[config.mk]
export PLATFORM = sky130hd
export DESIGN_NAME = ps2_key_event_decoder
export DESIGN_NICKNAME = d
export VERILOG_FILES = /design/src/rtl/ps2_key_event_decoder.sv
export SDC_FILE = /design/constraint.sdc
export NUM_CORES = 1
export LEC_CHECK = 0
export BUFFER_PORTS_ARGS = -buffer_cell sky130_fd_sc_hd__buf_4
export CELL_PAD_IN_SITES_DETAIL_PLACEMENT = 0
export CELL_PAD_IN_SITES_GLOBAL_PLACEMENT = 1
export CORE_ASPECT_RATIO = 0.6
export CORE_UTILIZATION = 44
export DETAILED_ROUTE_END_ITERATION = 16
export PLACE_DENSITY_LB_ADDON = 0.1
export SYNTH_ARGS = -nofsm -noshare
export SYNTH_HDL_FRONTEND = slang
export SYNTH_SLANG_ARGS = --single-unit
[constraint.sdc]
create_clock -name clk -period 3 [get_ports clk]
set_input_delay 0 -clock clk [delete_from_list [all_inputs] [get_ports clk]]
set_output_delay 0 -clock clk [all_outputs]
set_load 0.01 [all_outputs]
[src/rtl/ps2_key_event_decoder.sv]
// PS/2 scan-code byte decoder: make/break/E0 sequences -> key events buffered in a small FIFO.
// Optional macro TYPEMATIC_FILTER_EN discards auto-repeat makes of the currently held key.
module ps2_key_event_decoder #(
  parameter int unsigned COUNT_W   = 8,
  parameter int unsigned EVT_DEPTH = 8,
  parameter int unsigned EVT_AW    = 3
) (
  input  logic               clk,
  input  logic               rst,
  input  logic [7:0]         rx_data,
  input  logic               rx_ready,
  output logic               rx_nextdata_n,
  input  logic               rx_overflow,
  output logic               evt_valid,
  input  logic               evt_ready,
  output logic [7:0]         evt_code,
  output logic               evt_ext,
  output logic               evt_break,
  output logic [7:0]         held_code,
  output logic               held_ext,
  output logic               shift,
  output logic               ctrl,
  output logic [COUNT_W-1:0] press_count,
  output logic               evt_dropped,
  output logic               rx_lost
);

  localparam int unsigned CNT_W = EVT_AW + 1;
  localparam logic [7:0] B_EXT    = 8'hE0;
  localparam logic [7:0] B_BRK    = 8'hF0;
  localparam logic [7:0] B_LSHIFT = 8'h12;
  localparam logic [7:0] B_RSHIFT = 8'h59;
  localparam logic [7:0] B_CTRL   = 8'h14;

  typedef enum logic [1:0] {S_IDLE, S_EXT, S_BRK, S_EXT_BRK} state_t;

  typedef struct packed {
    logic [7:0] code;
    logic       ext;
    logic       brk;
  } evt_t;

  state_t               state_q, state_d;
  logic                 nextdata_n_q, nextdata_n_d;
  evt_t                 mem_q [EVT_DEPTH];
  logic [EVT_AW-1:0]    rd_ptr_q, rd_ptr_d, wr_ptr_q, wr_ptr_d;
  logic [CNT_W-1:0]     cnt_q, cnt_d;
  evt_t                 head_q, head_d;
  logic                 valid_q, valid_d;
  logic [7:0]           held_code_q, held_code_d;
  logic                 held_ext_q, held_ext_d;
  logic                 shift_q, shift_d, ctrl_q, ctrl_d;
  logic [COUNT_W-1:0]   count_q, count_d;
  logic                 dropped_q, dropped_d, lost_q, lost_d;

  logic pop, do_make, do_break, ev_ext, is_shift, is_ctrl, repeat_make;
  logic enq, enq_ok, deq, full;
  evt_t new_evt;

  // Byte handshake, prefix decoding, key state and FIFO bookkeeping
  always_comb begin
    state_d      = state_q;
    held_code_d  = held_code_q;
    held_ext_d   = held_ext_q;
    shift_d      = shift_q;
    ctrl_d       = ctrl_q;
    count_d      = count_q;
    dropped_d    = dropped_q;
    lost_d       = lost_q | rx_overflow;
    do_make      = 1'b0;
    do_break     = 1'b0;
    enq          = 1'b0;
    pop          = rx_ready & nextdata_n_q;
    nextdata_n_d = ~pop;
    ev_ext       = (state_q == S_EXT) || (state_q == S_EXT_BRK);
    is_shift     = ~ev_ext & ((rx_data == B_LSHIFT) || (rx_data == B_RSHIFT));
    is_ctrl      = (rx_data == B_CTRL);
    new_evt      = '{code: rx_data, ext: ev_ext, brk: (state_q == S_BRK) || (state_q == S_EXT_BRK)};

    if (pop) begin
      if ((rx_data == 8'h00) || (rx_data == 8'hFF)) begin
        state_d = S_IDLE;
      end else begin
        case (state_q)
          S_IDLE: begin
            if (rx_data == B_EXT)      state_d = S_EXT;
            else if (rx_data == B_BRK) state_d = S_BRK;
            else                       do_make = 1'b1;
          end
          S_EXT: begin
            if (rx_data == B_EXT)      state_d = S_EXT;
            else if (rx_data == B_BRK) state_d = S_EXT_BRK;
            else begin
              do_make = 1'b1;
              state_d = S_IDLE;
            end
          end
          default: begin
            // A stray E0 after a break prefix restarts an extended sequence
            if (rx_data == B_EXT) state_d = S_EXT;
            else begin
              do_break = 1'b1;
              state_d  = S_IDLE;
            end
          end
        endcase
      end
    end

`ifdef TYPEMATIC_FILTER_EN
    repeat_make = (rx_data == held_code_q) && (ev_ext == held_ext_q);
`else
    repeat_make = 1'b0;
`endif

    if (do_make && !repeat_make) begin
      count_d     = count_q + COUNT_W'(1);
      held_code_d = rx_data;
      held_ext_d  = ev_ext;
      if (is_shift) shift_d = 1'b1;
      if (is_ctrl)  ctrl_d  = 1'b1;
      enq = 1'b1;
    end
    if (do_break) begin
      if (is_shift) shift_d = 1'b0;
      if (is_ctrl)  ctrl_d  = 1'b0;
      if ((rx_data == held_code_q) && (ev_ext == held_ext_q)) begin
        held_code_d = 8'h00;
        held_ext_d  = 1'b0;
      end
      enq = 1'b1;
    end

    deq    = valid_q & evt_ready;
    full   = (cnt_q == CNT_W'(EVT_DEPTH));
    enq_ok = enq & (~full | deq);
    if (enq & ~enq_ok) dropped_d = 1'b1;

    rd_ptr_d = rd_ptr_q + EVT_AW'(deq);
    wr_ptr_d = wr_ptr_q + EVT_AW'(enq_ok);
    cnt_d    = cnt_q + CNT_W'(enq_ok) - CNT_W'(deq);
    valid_d  = (cnt_d != '0);
    // Head register mirrors the post-update FIFO head; bypass when it is the slot being written
    if (!valid_d)                           head_d = '0;
    else if (enq_ok && wr_ptr_q == rd_ptr_d) head_d = new_evt;
    else                                    head_d = mem_q[rd_ptr_d];
  end

  always_ff @(posedge clk) begin
    if (rst) begin
      state_q      <= S_IDLE;
      nextdata_n_q <= 1'b1;
      rd_ptr_q     <= '0;
      wr_ptr_q     <= '0;
      cnt_q        <= '0;
      head_q       <= '0;
      valid_q      <= 1'b0;
      held_code_q  <= '0;
      held_ext_q   <= 1'b0;
      shift_q      <= 1'b0;
      ctrl_q       <= 1'b0;
      count_q      <= '0;
      dropped_q    <= 1'b0;
      lost_q       <= 1'b0;
    end else begin
      state_q      <= state_d;
      nextdata_n_q <= nextdata_n_d;
      rd_ptr_q     <= rd_ptr_d;
      wr_ptr_q     <= wr_ptr_d;
      cnt_q        <= cnt_d;
      head_q       <= head_d;
      valid_q      <= valid_d;
      held_code_q  <= held_code_d;
      held_ext_q   <= held_ext_d;
      shift_q      <= shift_d;
      ctrl_q       <= ctrl_d;
      count_q      <= count_d;
      dropped_q    <= dropped_d;
      lost_q       <= lost_d;
    end
  end

  always_ff @(posedge clk) begin
    if (rst) begin
      for (int i = 0; i < int'(EVT_DEPTH); i++) mem_q[i] <= '0;
    end else if (enq_ok) begin
      mem_q[wr_ptr_q] <= new_evt;
    end
  end

  assign rx_nextdata_n = nextdata_n_q;
  assign evt_valid     = valid_q;
  assign evt_code      = head_q.code;
  assign evt_ext       = head_q.ext;
  assign evt_break     = head_q.brk;
  assign held_code     = held_code_q;
  assign held_ext      = held_ext_q;
  assign shift         = shift_q;
  assign ctrl          = ctrl_q;
  assign press_count   = count_q;
  assign evt_dropped   = dropped_q;
  assign rx_lost       = lost_q;

endmodule

==> results.md <==
* Outcome: complete, no violations
* Post-synth EDFFs at 80
* Hold Slack at 0.0411 ns
* Commonest non-fill, non-tap cells in the layout: 93 x buf_4, 91 x nor2_1, 80 x edfxtp_1, 66 x nand2_1, 44 x dfxtp_1
* First-pass DRT Iterations at 5
* Routed len/inst at slightly above 20 microns
* Yosys warns at 0
* Sequential area share after synthesis at between 50% and 60%
* Min-delay src: rx_data[7]
* Final wirelength at 15900 microns
* Unique masters post-synth at 53
* Pwr per Cell Area at between 700 and 800 nW/um^2
* CP Max Fanout at 5
* Setup TNS at 0 ns
* Initial antenna violation count at 0
* Setup violations, final at 0
* CTS tree: built
* Filler Cell Count at 1108
* Critical path class: register to register
* Pins Over Slew Limit at 0
* Worst-skew pair later-pin latency at ~0.42 ns
* First-pass GRT wire length at around 24000 microns
* Die area at approximately 14000 sq um
* Worst-path clk slew at ~0.06 ns
* DRT iter0 DRCs at 366
* Core ar. at 13000 sq um
* Peak supply drop at 345 uV
* Via count at 4307
* Endpoints failing hold at 0
* Inserted Diodes at 0
* Clk buf depth at 2
* Routed vias/inst at 5.54
* # port buffers at 45
* Hold endpoint: held_code[7]
* Grt ovf at 0
* Std-Cell Rows at 32
* CTS H-tree lvls at 4
* Die width at approximately 150 microns
* Tcrit/Tclk final at 95.0%
* Slew headroom at 30.8%
* Area of the multi-input gates at roughly 2400 sq um
* DP HPWL at 10600 microns
* Synth Cell Area at 5890 sq um
* Crit Reg-Reg Endpoint: evt_code[1]
* Ratio of cells with drive above 1 in the final layout at between 30% and 40%
* Vias in the first global route at 4104
* Top FF cell, synth: edfxtp_1
* TritonCTS buffer count at 17
* Initial Utilization at 45.4%
* Crit path required time at ~3.3 ns
* Area after DPL at 6640 sq um
* Reg2Reg Launch Point: rx_nextdata_n
* Synth async-reset ratio at 0%
* Syn Area/Cell at 11.6 sq um
* Setup ws final at 0.149 ns
* Met2 Track Usage GR at roughly a third
* Largest net degree at the start of global routing at 29
* Final std cells w/o fill at 778
* I/O pin total at 46
* Remaining DRCs at 0
* Layout Skew at 0.0168 ns
* Pre-CTS worst setup slack at -0.135 ns
* Crit. End Element: register
* Fin crit period at 2.85 ns
* WHS Path Cells at 4
* Total Routing Usage GR at 24.5%
* Flop2flop setup slack at 0.15 ns
* Post-synthesis net count at between 500 and 600
* DP Cell Count at 730
* CTS Sinks at about 130
* Max-Cap Viols at 0
* Met3 GRT Util at 5.77%
* Fmax at 351 MHz
* CP Data Arrival Time at ~3.1 ns
* Final Cell Area at 7480 sq um
* Slew @ Worst Pin at 1.03 ns
* Root Buffer: clkbuf_16
* Worst r2r path cells at 14
* Gr busiest metal: met1
* Routed Antenna Nets at 0
* Layout Nets at about 620
* FF/Latch Area at 3300 sq um
* Critical path launch point type: register
* Met1 Use GR at slightly below 40%
* Leading cell type in the layout, fill and taps excluded: buf_4
* Synth Instances at 506
* Yosys reg bits at 125
* Area delta synth->final at 26.9%
* Leak at 2.86 nW
* Hold Crit Class: primary input to register
* Die H at 91.7 microns
* Final GP Congestion at around 0.81
==> area by class of cell <==
cell class                      count  share of cell area (%)
Sequential cell                   125                    44.2
Multi-Input combinational cell    333                    32.6
Timing Repair Buffer              105                    11.7
Clock buffer                       17                    5.69
Tap cell                          170                    2.84
Clock inverter                     15                    2.38
Inverter                           13                   0.653
==> cell usage after synthesis (5+ instances only) <==
cell type	number	area, sq um
nor2_1	91	342
xnor2_1	6	52.6
nand3_1	6	30.0
ha_1	9	113
mux4_2	20	450
inv_1	12	45.0
nor2b_1	6	37.5
dfxtp_1	45	901
a21oi_1	17	85.1
o31ai_1	5	37.5
edfxtp_1	80	2400
nand2_1	66	248
clkbuf_1	19	71.3
xor2_1	15	131
o21ai_0	8	40.0
mux2i_1	10	100
nor4_1	9	56.3
buf_4	5	37.5
mux2_2	10	113
buf_2	6	30.0
==> power breakdown <==
group          total, W  switching, W  internal [W]
sequential      0.00208     0.0000699       0.00201
combinational   0.00174      0.000881      0.000856
clock           0.00210      0.000847       0.00126
total           0.00592       0.00180       0.00413
==> sequential cells by signal (all words and copies together) (netlist names) <==
signal,count
shift,1
state_q,2
held_ext,1
evt_code,8
evt_ext,1
rx_nextdata_n,1
cnt_q,4
evt_dropped,1
rx_lost,1
ctrl,1
press_count,8
rd_ptr_q,3
wr_ptr_q,3
evt_valid,1
mem_q,80
held_code,8
evt_break,1
==> routing by layer <==
| metal | part of all wire (%) | vias up |
|---|---|---|
| li1 | - | 2019 |
| met2 | 41 | 182 |
| met4 | 0.99 | 0 |
| met3 | 9.1 | 14 |
| met5 | 0 | - |
| met1 | 49 | 2092 |
==> how the worst max path moves through the flow <==
| stage | startpoint | end |
|---|---|---|
| after global placement | rx_data[0] | evt_break |
| after global routing | rx_nextdata_n | evt_ext |
| after floorplan | rx_data[0] | evt_code[2] |
| after detailed placement | rx_data[0] | evt_ext |
| final | rx_nextdata_n | evt_code[1] |
| after CTS | rx_data[4] | evt_ext |
==> cell families after synthesis <==
group,share of synthesized area [%]
AOI/OAI and AO/OA,9.02
muxes,11.3
and+or+nand+nor,14.6
xor gates and xnor gates,3.12
adders and majority gates,2.25
buffers and inverters,3.76
DFF,56.0
==> what timing repair did <==
item / 4_1_cts / 5_1_grt
setup endpoints to repair: 0 / 11
hold buffers: 6 / 0
endpoints found under the hold margin: 20 / 0
buffers inserted: 0 / 7
gates resized for setup: 0 / 17
==> critical path, stage by stage, from the launching register on <==
cell and delay [ns]:
dfxtp_2 0.37, nand2_1 0.07, or2_2 0.31, a21oi_4 0.16
o21ai_4 0.08, o21ai_2 0.12, ha_2 0.20, inv_2 0.04
fa_2 0.54, nor3b_2 0.18, o2111ai_2 0.14, o211a_4 0.21
clkbuf_16 0.16, nand2_1 0.06, mux2i_1 0.07
==> metrics by stage <==
step                      utilization, %  power (W)
final                               57.6    0.00592
after detailed placement            51.2    0.00364
after global placement              51.2    0.00362
after CTS                           56.3    0.00575
after floorplan                        -    0.00308
after global routing                57.6    0.00622
Power figures use the tool's default switching activity.
